[src/rtl/pc_tx_pkg.sv]
// Shared definitions for the PC-link word transmitter: FSM encodings, UART constants, parity helper.
// The PARITY encoding is only reached when PC_WORD_TX_PARITY_EN is defined.
package pc_tx_pkg;

    typedef enum logic [2:0] {
        ST_IDLE   = 3'd0,
        ST_LOAD   = 3'd1,
        ST_START  = 3'd2,
        ST_DATA   = 3'd3,
        ST_PARITY = 3'd4,
        ST_STOP   = 3'd5,
        ST_NEXT   = 3'd6
    } tx_state_t;

    localparam int   UART_DATA_BITS = 8;
    localparam logic IDLE_LEVEL     = 1'b1;

    function automatic logic even_parity(input logic [7:0] i_byte);
        return ^i_byte;
    endfunction

endpackage

[src/rtl/pc_word_tx_fifo.sv]
// Synchronous word FIFO with occupancy level and a one-cycle overflow pulse.
// Writes while full are dropped even if a pop happens in the same cycle.
module pc_word_tx_fifo #(
    parameter int WIDTH = 32,
    parameter int DEPTH = 16
) (
    input  logic                   i_clock,
    input  logic                   i_reset,
    input  logic [WIDTH-1:0]       i_push_data,
    input  logic                   i_push_valid,
    input  logic                   i_pop,
    output logic [WIDTH-1:0]       o_head,
    output logic                   o_full,
    output logic                   o_empty,
    output logic [$clog2(DEPTH):0] o_level,
    output logic                   o_overflow
);

    localparam int PTR_W = $clog2(DEPTH);

    logic [WIDTH-1:0] r_mem [DEPTH];
    logic [PTR_W-1:0] r_wr_ptr;
    logic [PTR_W-1:0] r_rd_ptr;
    logic [PTR_W:0]   r_level;
    logic             r_overflow;
    logic             w_push;
    logic             w_pop;

    assign o_full     = (r_level == (PTR_W+1)'(DEPTH));
    assign o_empty    = (r_level == {(PTR_W+1){1'b0}});
    assign w_push     = i_push_valid && !o_full;
    assign w_pop      = i_pop && !o_empty;
    assign o_head     = r_mem[r_rd_ptr];
    assign o_level    = r_level;
    assign o_overflow = r_overflow;

    // Storage array; contents need no reset because the level gates every read.
    always_ff @(posedge i_clock) begin
        if (w_push) begin
            r_mem[r_wr_ptr] <= i_push_data;
        end
    end

    // Pointers (wrap naturally at the power-of-2 depth), level and overflow flag.
    always_ff @(posedge i_clock or posedge i_reset) begin
        if (i_reset) begin
            r_wr_ptr   <= {PTR_W{1'b0}};
            r_rd_ptr   <= {PTR_W{1'b0}};
            r_level    <= {(PTR_W+1){1'b0}};
            r_overflow <= 1'b0;
        end else begin
            r_overflow <= i_push_valid && o_full;
            if (w_push) begin
                r_wr_ptr <= r_wr_ptr + 1'b1;
            end
            if (w_pop) begin
                r_rd_ptr <= r_rd_ptr + 1'b1;
            end
            case ({w_push, w_pop})
                2'b10:   r_level <= r_level + 1'b1;
                2'b01:   r_level <= r_level - 1'b1;
                default: r_level <= r_level;
            endcase
        end
    end

endmodule

[src/rtl/pc_word_tx.sv]
// Word-to-UART transmitter: FIFO-buffered N-byte words framed as 8N1/8N2 bytes on a registered TX line.
// Define PC_WORD_TX_PARITY_EN to insert an even-parity bit between the data bits and the stop bit(s).
module pc_word_tx #(
    parameter int WORD_BYTES   = 4,
    parameter int FIFO_DEPTH   = 16,
    parameter int CLKS_PER_BIT = 435,
    parameter int STOP_BITS    = 1
) (
    input  logic                        i_clock,
    input  logic                        i_reset,
    input  logic [8*WORD_BYTES-1:0]     i_word_data,
    input  logic                        i_word_valid,
    input  logic                        i_msb_first,
    output logic                        o_word_ready,
    output logic                        o_overflow,
    output logic [$clog2(FIFO_DEPTH):0] o_fifo_level,
    output logic                        o_tx_busy,
    output logic                        o_UART_TX
);

    import pc_tx_pkg::*;

    localparam int WORD_W    = 8 * WORD_BYTES;
    localparam int BIT_CNT_W = $clog2(CLKS_PER_BIT);

    tx_state_t                   r_state;
    tx_state_t                   w_next_state;
    logic [BIT_CNT_W-1:0]        r_bit_cnt;
    logic [2:0]                  r_bit_idx;
    logic [3:0]                  r_byte_idx;
    logic [WORD_W-1:0]           r_word;
    logic [7:0]                  r_byte;
    logic                        r_msb_first;
    logic                        r_line;
    logic                        w_line_next;
    logic                        w_pop;
    logic                        w_bit_end;
    logic                        w_timing;
    logic [3:0]                  w_sel;
    logic [7:0]                  w_sel_byte;
    logic [WORD_W-1:0]           w_head;
    logic                        w_full;
    logic                        w_empty;
    logic [$clog2(FIFO_DEPTH):0] w_level;

    pc_word_tx_fifo #(
        .WIDTH (WORD_W),
        .DEPTH (FIFO_DEPTH)
    ) u_fifo (
        .i_clock      (i_clock),
        .i_reset      (i_reset),
        .i_push_data  (i_word_data),
        .i_push_valid (i_word_valid),
        .i_pop        (w_pop),
        .o_head       (w_head),
        .o_full       (w_full),
        .o_empty      (w_empty),
        .o_level      (w_level),
        .o_overflow   (o_overflow)
    );

    assign o_word_ready = !w_full;
    assign o_fifo_level = w_level;
    assign o_tx_busy    = (r_state != ST_IDLE) || (|w_level);
    assign o_UART_TX    = r_line;

    assign w_bit_end = (r_bit_cnt == BIT_CNT_W'(CLKS_PER_BIT - 1));
    assign w_timing  = (r_state == ST_START) || (r_state == ST_DATA) ||
                       (r_state == ST_PARITY) || (r_state == ST_STOP);
    assign w_sel     = r_msb_first ? (4'(WORD_BYTES - 1) - r_byte_idx) : r_byte_idx;

    // Byte selector over the latched word.
    always_comb begin
        w_sel_byte = 8'h00;
        for (int b = 0; b < WORD_BYTES; b++) begin
            w_sel_byte = (w_sel == 4'(b)) ? r_word[8*b +: 8] : w_sel_byte;
        end
    end

    // FSM state register.
    always_ff @(posedge i_clock or posedge i_reset) begin
        if (i_reset) begin
            r_state <= ST_IDLE;
        end else begin
            r_state <= w_next_state;
        end
    end

    // Next-state, FIFO pop and next line level.
    always_comb begin
        w_next_state = r_state;
        w_pop        = 1'b0;
        w_line_next  = IDLE_LEVEL;
        case (r_state)
            ST_IDLE: begin
                if (!w_empty) begin
                    w_pop        = 1'b1;
                    w_next_state = ST_LOAD;
                end else begin
                    w_next_state = ST_IDLE;
                end
            end
            ST_LOAD: begin
                w_next_state = ST_START;
            end
            ST_START: begin
                w_line_next  = 1'b0;
                w_next_state = w_bit_end ? ST_DATA : ST_START;
            end
            ST_DATA: begin
                w_line_next = r_byte[r_bit_idx];
                if (w_bit_end && (r_bit_idx == 3'(UART_DATA_BITS - 1))) begin
`ifdef PC_WORD_TX_PARITY_EN
                    w_next_state = ST_PARITY;
`else
                    w_next_state = ST_STOP;
`endif
                end else begin
                    w_next_state = ST_DATA;
                end
            end
`ifdef PC_WORD_TX_PARITY_EN
            ST_PARITY: begin
                w_line_next  = even_parity(r_byte);
                w_next_state = w_bit_end ? ST_STOP : ST_PARITY;
            end
`endif
            ST_STOP: begin
                w_line_next = 1'b1;
                if (w_bit_end && (r_bit_idx == 3'(STOP_BITS - 1))) begin
                    w_next_state = ST_NEXT;
                end else begin
                    w_next_state = ST_STOP;
                end
            end
            ST_NEXT: begin
                if (r_byte_idx != 4'(WORD_BYTES - 1)) begin
                    w_next_state = ST_LOAD;
                end else if (!w_empty) begin
                    w_pop        = 1'b1;
                    w_next_state = ST_LOAD;
                end else begin
                    w_next_state = ST_IDLE;
                end
            end
            default: begin
                w_next_state = ST_IDLE;
            end
        endcase
    end

    // Datapath: bit timer, bit/byte indices, latched word/byte and the registered line.
    always_ff @(posedge i_clock or posedge i_reset) begin
        if (i_reset) begin
            r_bit_cnt   <= {BIT_CNT_W{1'b0}};
            r_bit_idx   <= 3'd0;
            r_byte_idx  <= 4'd0;
            r_word      <= {WORD_W{1'b0}};
            r_byte      <= 8'h00;
            r_msb_first <= 1'b0;
            r_line      <= IDLE_LEVEL;
        end else begin
            r_line    <= w_line_next;
            r_bit_cnt <= (w_timing && !w_bit_end) ? r_bit_cnt + 1'b1 : {BIT_CNT_W{1'b0}};
            // The index counts data bits in DATA and stop bits in STOP; it restarts on every state change.
            if (r_state != w_next_state) begin
                r_bit_idx <= 3'd0;
            end else if (w_bit_end && ((r_state == ST_DATA) || (r_state == ST_STOP))) begin
                r_bit_idx <= r_bit_idx + 3'd1;
            end else begin
                r_bit_idx <= r_bit_idx;
            end
            if (w_pop) begin
                r_word      <= w_head;
                r_msb_first <= i_msb_first;
                r_byte_idx  <= 4'd0;
            end else if (r_state == ST_NEXT) begin
                r_byte_idx <= r_byte_idx + 4'd1;
            end else begin
                r_byte_idx <= r_byte_idx;
            end
            r_byte <= (r_state == ST_LOAD) ? w_sel_byte : r_byte;
        end
    end

endmodule

[config.mk]
export PLATFORM = sky130hd
export DESIGN_NAME = pc_word_tx
export DESIGN_NICKNAME = d
export VERILOG_FILES = /design/src/rtl/pc_tx_pkg.sv /design/src/rtl/pc_word_tx_fifo.sv /design/src/rtl/pc_word_tx.sv
export SDC_FILE = /design/constraint.sdc
export NUM_CORES = 1
export LEC_CHECK = 0
export CORE_UTILIZATION = 45
export CTS_CLUSTER_DIAMETER = 80
export CTS_CLUSTER_SIZE = 16
export DETAILED_ROUTE_END_ITERATION = 10
export GPL_ROUTABILITY_DRIVEN = 0
export PLACE_DENSITY = 0.69
export RECOVER_POWER = 50
export SLEW_MARGIN = 15
export SYNTH_ARGS = -nofsm -noshare
export SYNTH_HDL_FRONTEND = slang
export SYNTH_SLANG_ARGS = --single-unit
[constraint.sdc]
create_clock -name i_clock -period 3.9 [get_ports i_clock]
set_input_delay 0.78 -clock i_clock [delete_from_list [all_inputs] [get_ports i_clock]]
set_output_delay 0.78 -clock i_clock [all_outputs]
set_load 0.02 [all_outputs]
* Word-level counts from Yosys, hierarchy flattened
Memory sizes are Yosys's and may differ from the RTL's. A register that Yosys moved wholly into a read port is not among the register bits. Index checks and enable logic that the tools add are counted.
Storage, ports and cells: output and inout bits 9, input port bits 36, memories 1, RAM bits 512, word-level logic and storage cells 86, bits in registers 43
Memory list:
- u_fifo.r_mem | depth 16, width 32, read ports 1, clocked after memory_dff 1, wr ports 1, line pc_word_tx_fifo.sv:21 | logic [WIDTH-1:0] r_mem [DEPTH];
Cells by class: reductions and logical operators 24, order comparisons 1, $add $sub $neg 8, equality and inequality tests 16, mux-type cells 25
Operators by type and width (number):
- 8-bit two-way mux | 4
- 3-bit one-hot mux with 6 select lines | 1
- 4-bit by 1-bit adder with 4-bit output, second input constant | 3
- 3-bit equality test, second input constant | 4
- 3-bit two-way mux | 4
- 4-bit two-way mux | 3
- 5-bit one-hot mux with 2 select lines | 1
- 9-bit by 1-bit adder with 9-bit output, second input constant | 1
- 9-bit equality test, second input constant | 1
- 9-bit two-way mux | 1
- 4-bit by 2-bit equality test with 1-bit output, second input constant | 2
- 1-bit logical AND | 7
- 1-bit two-way mux | 7
- 3-bit by 2-bit equality test with 1-bit output, second input constant | 2
- 3-bit zero test | 2
- 2-bit nonzero test | 3
- 5-bit by 1-bit adder with 5-bit output, second input constant | 1
- 5-bit equality test, second input constant | 1
- 5-bit zero test | 1
- 1-bit logical OR | 5
- 5-bit OR reduction | 1
- 5-bit by 1-bit subtractor with 5-bit output, second input constant | 1
- 4-bit by 1-bit equality test with 1-bit output, second input constant | 1
- 4-bit zero test | 1
- 13 further kinds | 16

* Longest topological paths before layout
depth after elaboration 7, gate-level depth with buffers 14, gate-level depth less buffers 13

* By module
Synthesis repeated with hierarchy kept, for this count alone.
Unflattened totals: cell total of the unflattened synthesis 1314, area total of the unflattened synthesis 23608.9 µm²
By module, submodules not included:
- pc_word_tx_fifo | cells each 1015, instances 1, seq. area each 15725.1 µm², area each 20462.1 µm²
- pc_word_tx | cells each 299, instances 1, seq. area each 1527.7 µm², area each 3146.8 µm²

* Worst setup path before layout
No wires, ideal clock.
path type reg-to-reg, start point reg u_fifo.r_level[2], in the netlist u_fifo.o_level[2], end point mem u_fifo.r_mem[3][0] (enable), clock period less this slack 4.244 ns, data required time 3.439 ns, cell stages (with the launch flop) 8, library setup time 0.461 ns, arrival 3.783 ns, path buffers 2, setup slack -0.344 ns, path through dfrtp_1 -> clkbuf_1 -> nor4_2 -> nand2_1 -> and2_1 -> clkbuf_1 -> nand2_1 -> nor3_1
Between the ends: word-level cells in the longest chain between the ends 5
Ends and longest elaborated chain:
- start, declared | line pc_word_tx_fifo.sv:24 | logic [PTR_W:0] r_level;
- start signal, assigned | line pc_word_tx_fifo.sv:49 | r_level <= {(PTR_W+1){1'b0}};
- start signal, assigned | line pc_word_tx_fifo.sv:60 | 2'b10: r_level <= r_level + 1'b1;
- start signal, assigned | line pc_word_tx_fifo.sv:61 | 2'b01: r_level <= r_level - 1'b1;
- 5-bit equality test | line pc_word_tx_fifo.sv:29 | assign o_full = (r_level == (PTR_W+1)'(DEPTH));
- 1-bit zero test
- via o_word_ready | line pc_word_tx.sv:14 | output logic o_word_ready,
- 1-bit logical AND | line pc_word_tx_fifo.sv:31 | assign w_push = i_push_valid && !o_full;
- 1-bit two-way mux | line pc_word_tx_fifo.sv:39 | if (w_push) begin
- 1-bit two-way mux (implied by the code) | line pc_word_tx_fifo.sv:40 | r_mem[r_wr_ptr] <= i_push_data;
- end, declared | line pc_word_tx_fifo.sv:21
The timed path passes the listed nets, and every way through them passes these cells.

* Worst setup path after layout
start point reg u_fifo.r_level[1], in the netlist u_fifo.o_level[1], end point out o_tx_busy
Between the ends: word-level cells in the longest chain between the ends 2
Ends and longest elaborated chain:
- 5-bit OR reduction | line pc_word_tx.sv:64 | assign o_tx_busy = (r_state != ST_IDLE) || (|w_level);
- 1-bit logical OR | line pc_word_tx.sv:64
- end, declared | line pc_word_tx.sv:17 | output logic o_tx_busy,
No other way between the ends.

==> out/results.tsv <==
stage	metric	value	unit
run_status	status	complete, but fails checks	
run_status	failing checks	capacitance limit, slew limit	
routing	post-DR wirelength/cell	25.2	um
sta	Layout Skew	0.0206	ns
clocking	Worst-Skew Late Latency	0.59	ns
setup_path	R2R setup slack	1.00	ns
final_layout	Antenna diodes	0	
routing	DRT iter0 DRCs	1371	
clocking	CTS Hold Buffers Added	0	
synth	predominant post-synthesis flop cell	edfxtp_1	
sta	min Tclk post-route	3.45	ns
synth	post-synthesis compound-gate area fraction	3.48	%
synth	sequential area share after synthesis	74.4	%
synth	largest family of logic cells by synthesized area	multiplexers	
clocking	CTS clk-pin slew, worst paths	0.07	ns
synth	cell area after synthesis	0.0232	mm^2
sta	count of final hold-check violations	0	
place	DP HPWL	30.1	mm
power	Max IR drop VDD	0.391	mV
setup_path	Critical Setup Path Class	reg2out	
routing	DRC	0	
die	Die Area	0.0524	mm^2
sta	fin crit share	88.4	%
synth	Async SR Flop Fraction	12.8	%
synth	cell count after synthesis	1157	
clocking	post-CTS sizing	0	
die	Ports	45	
setup_path	Worst setup EP type	output port	
die	Die Height	229	um
clocking	Num Clock Sinks	587	
global_route	largest net degree at the start of global routing	43	
setup_path	r2r startpoint	r_byte_idx[2]$_DFFE_PP0P_	
synth	synthesized-area fraction occupied by adder cells	0.972	%
sta	f_max	290	MHz
synth	synthesized-area fraction occupied by and/or/nand/nor cells	3.16	%
power	Pwr Density	503	mW/mm^2
place	PortBufs	44	
synth	post-synth cell types	59	
setup_path	slowest stage delay, CP	0.54	ns
setup_path	CP Max Fanout	9	
setup_path	Critical Path AT	2.67	ns
sta	worst slew pin tran	2.03	ns
clocking	Root Buffer	clkbuf_16	
setup_path	Worst Setup Start Kind	flip-flop	
routing	antenna-violating nets left	0	
global_route	first-pass GRT wire length	73.4	mm
sta	Fin Hold WS	0.477	ns
setup_path	WP depth	4	
setup_path	delay-heaviest family, CP	simple AND/OR/NAND/NOR gates	
synth	number of synthesized flops with an enable pin	512	
routing	Via density	5.82	
routing	final wirelength	48.8	mm
setup_path	R2R Path End	u_fifo.o_level[4]$_DFFE_PP0P_	
global_route	final global-route overflow total	0	
sta	setup_tns	0	ns
setup_path	crit path cell chain	nor4_2 -> nand2_1 -> or3_1 -> clkdlybuf4s50_1	
clocking	CTS H-tree lvls	2	
hold_path	Tightest Hold Check Type	reg2reg	
synth	largest area contributor in the netlist	edfxtp_1	
global_route	initial antenna violation count	1	
sta	# setup viols final	0	
synth	share of the synthesized area in the top cell type	66.3	%
die	row cnt	82	
sta	RSZ-0062 raised after global routing	false	
die	Starting Density	45.9	%
final_layout	nets@finish	1287	
routing	vias	11300	
clocking	Post-CTS Setup Inserts	0	
routing	drt pass-1 iters	6	
clocking	CTS tree	built	
synth	average cell area after synthesis	20.0	um^2
global_route	vias in the first global route	11400	
setup_path	CP endpoint	o_tx_busy	
setup_path	crit path buf inv count	1	
synth	flops & latches, synth	587	
clocking	Inserted Clock Buffers	43	
synth	yosys warns	0	
synth	syn_nets	1211	
setup_path	FF-to-FF path depth	13	
setup_path	CP required	3.12	ns
synth	post-synthesis mux area share	15.6	%
die	Die X	229	um
synth	Post-Synth XOR/XNOR Area	0.831	%
sta	Final Max Tran Viols	40	
final_layout	layout cells sized above 1	20.8	%
final_layout	Synth-to-Final Area Change	12.5	%
run	max_cap viols	1	
synth	synth top area cells	edfxtp_1 (66%), mux4_2 (13%), dfrtp_1 (8.0%)	
sta	headroom to the max-slew limit	-36.0	%
setup_path	critical path startpoint	u_fifo.o_level[1]$_DFFE_PP0P_	
clocking	CTS max path bufs	3	
die	Core Area	0.0505	mm^2
power	Leak	0.00825	uW
setup_path	CP max stage cell	clkdlybuf4s50_1	
global_route	GRT Overall Usage	19.0	%
-- layer usage --
metal	vias up	wire [um]	GRT usage (%)	part of all wire (%)
met3	47	3750	3.48	7.7
met4	0	849	4.90	1.7
li1	4852	-	-	-
met5	-	0	0	0
met1	5968	21300	28.3	44
met2	421	22900	29.1	47
-- cells in the final DEF, fill, tap and decap left out, types with 2 or more instances in the layout --
cell             count
o22ai_1              2
a21o_1               2
nor2_1              23
nand4_1              4
and2_1               3
a22oi_1              3
dfrtp_1             71
nand2_1             65
a21oi_1              5
nand4bb_1            2
a221oi_2             8
xnor2_1             15
or3_1                3
buf_4               38
mux4_2             130
nand2b_1             4
o21ai_0             15
dfrtp_4              3
ha_1                18
nand3_1              7
dlygate4sd3_1       33
inv_1               21
clkbuf_1            32
nor3_4               4
clkbuf_16           44
o221ai_1            33
inv_6                2
and3_1               4
buf_12               7
edfxtp_1           512
a31oi_1              3
a311o_1              8
mux2i_1             67
a21oi_2              2
nor2b_1             12
xor2_1               7
nor2_4              12
clkdlybuf4s50_1     11
-- kinds of logic (layout without fill, tap and decap cells) --
logic type	count (synthesis)	after routing
XOR/XNOR	22	22
adder cells (fa/ha/maj)	18	18
AND/OR/NAND/NOR	154	154
multiplexers	198	198
buffers and inverters	83	194
AO/OA/AOI/OAI	95	95
flip-flops	587	587
-- final cells by class --
| type | instances | area (um^2) |
|---|---|---|
| Tap cell | 672 | 841 |
| Fill cell | 3965 | 24400 |
| Inverter | 23 | 87.6 |
| Clock buffer | 74 | 1210 |
| Clock inverter | 6 | 77.6 |
| Sequential cell | 587 | 17300 |
| Multi-Input combinational cell | 487 | 5710 |
| Timing Repair Buffer | 91 | 873 |
-- per-stage QoR --
step | cells | total power [uW] | area (um^2) | util (%) | setup WS [ns]
finish | 1940 | 13100 | 26100 | 51.6 | 0.454
global route | 1940 | 13600 | 26100 | 51.6 | 0.288
CTS | 1940 | 13200 | 26100 | 51.7 | 0.403
detailed placement | 1860 | 8980 | 24800 | 49.1 | 0.867
global placement | 1860 | 8930 | 24800 | 49.1 | 0.882
floorplan | 1157 | 8320 | 23200 | - | 0.511
-- flip-flops by register name, summed over array words and instances, names as in the netlist, 4 cells and up --
name and cells:
u_fifo.r_mem 512, r_word 32, r_bit_cnt 9, r_byte 8, u_fifo.o_level 5, r_byte_idx 4
u_fifo.r_rd_ptr 4, u_fifo.r_wr_ptr 4
-- synthesized netlist by cell type (all sizes together), types with 3 or more instances --
master	count
edfxtp	512
mux4	130
dfrtp	74
mux2i	67
nand2	66
nor2	35
o221ai	33
buf	32
clkbuf	28
inv	23
ha	18
o21ai	15
xnor2	15
nor2b	12
a221oi	9
a21oi	8
a311o	8
nand3	8
xor2	7
nand2b	5
nor3	5
and3	4
nand4	4
a22oi	3
a31oi	3
and2	3
or3	3
-- where the power goes --
part / internal, uW / switching (uW)
clock: 2200 / 2100
sequential: 7420 / 207
combinational: 392 / 788
total: 10000 / 3100
-- worst min path at each step --
| stage | start | to | slack (ns) | depth (start not counted) |
|---|---|---|---|---|
| 2_1_floorplan | r_bit_cnt[0]$_DFF_PP0_ | r_bit_cnt[0]$_DFF_PP0_ | 0.45 | 1 |
| 3_3_place_gp | r_bit_cnt[0]$_DFF_PP0_ | r_bit_cnt[0]$_DFF_PP0_ | 0.46 | 1 |
| 3_5_place_dp | r_bit_cnt[0]$_DFF_PP0_ | r_bit_cnt[0]$_DFF_PP0_ | 0.47 | 1 |
| 4_1_cts | r_bit_cnt[0]$_DFF_PP0_ | r_bit_cnt[0]$_DFF_PP0_ | 0.48 | 1 |
| 5_1_grt | r_word[18]$_DFFE_PP0N_ | r_word[18]$_DFFE_PP0N_ | 0.51 | 2 |
| 6_report | r_bit_cnt[0]$_DFF_PP0_ | r_bit_cnt[0]$_DFF_PP0_ | 0.48 | 1 |
Note: power is estimated with default switching activity, not from simulation.
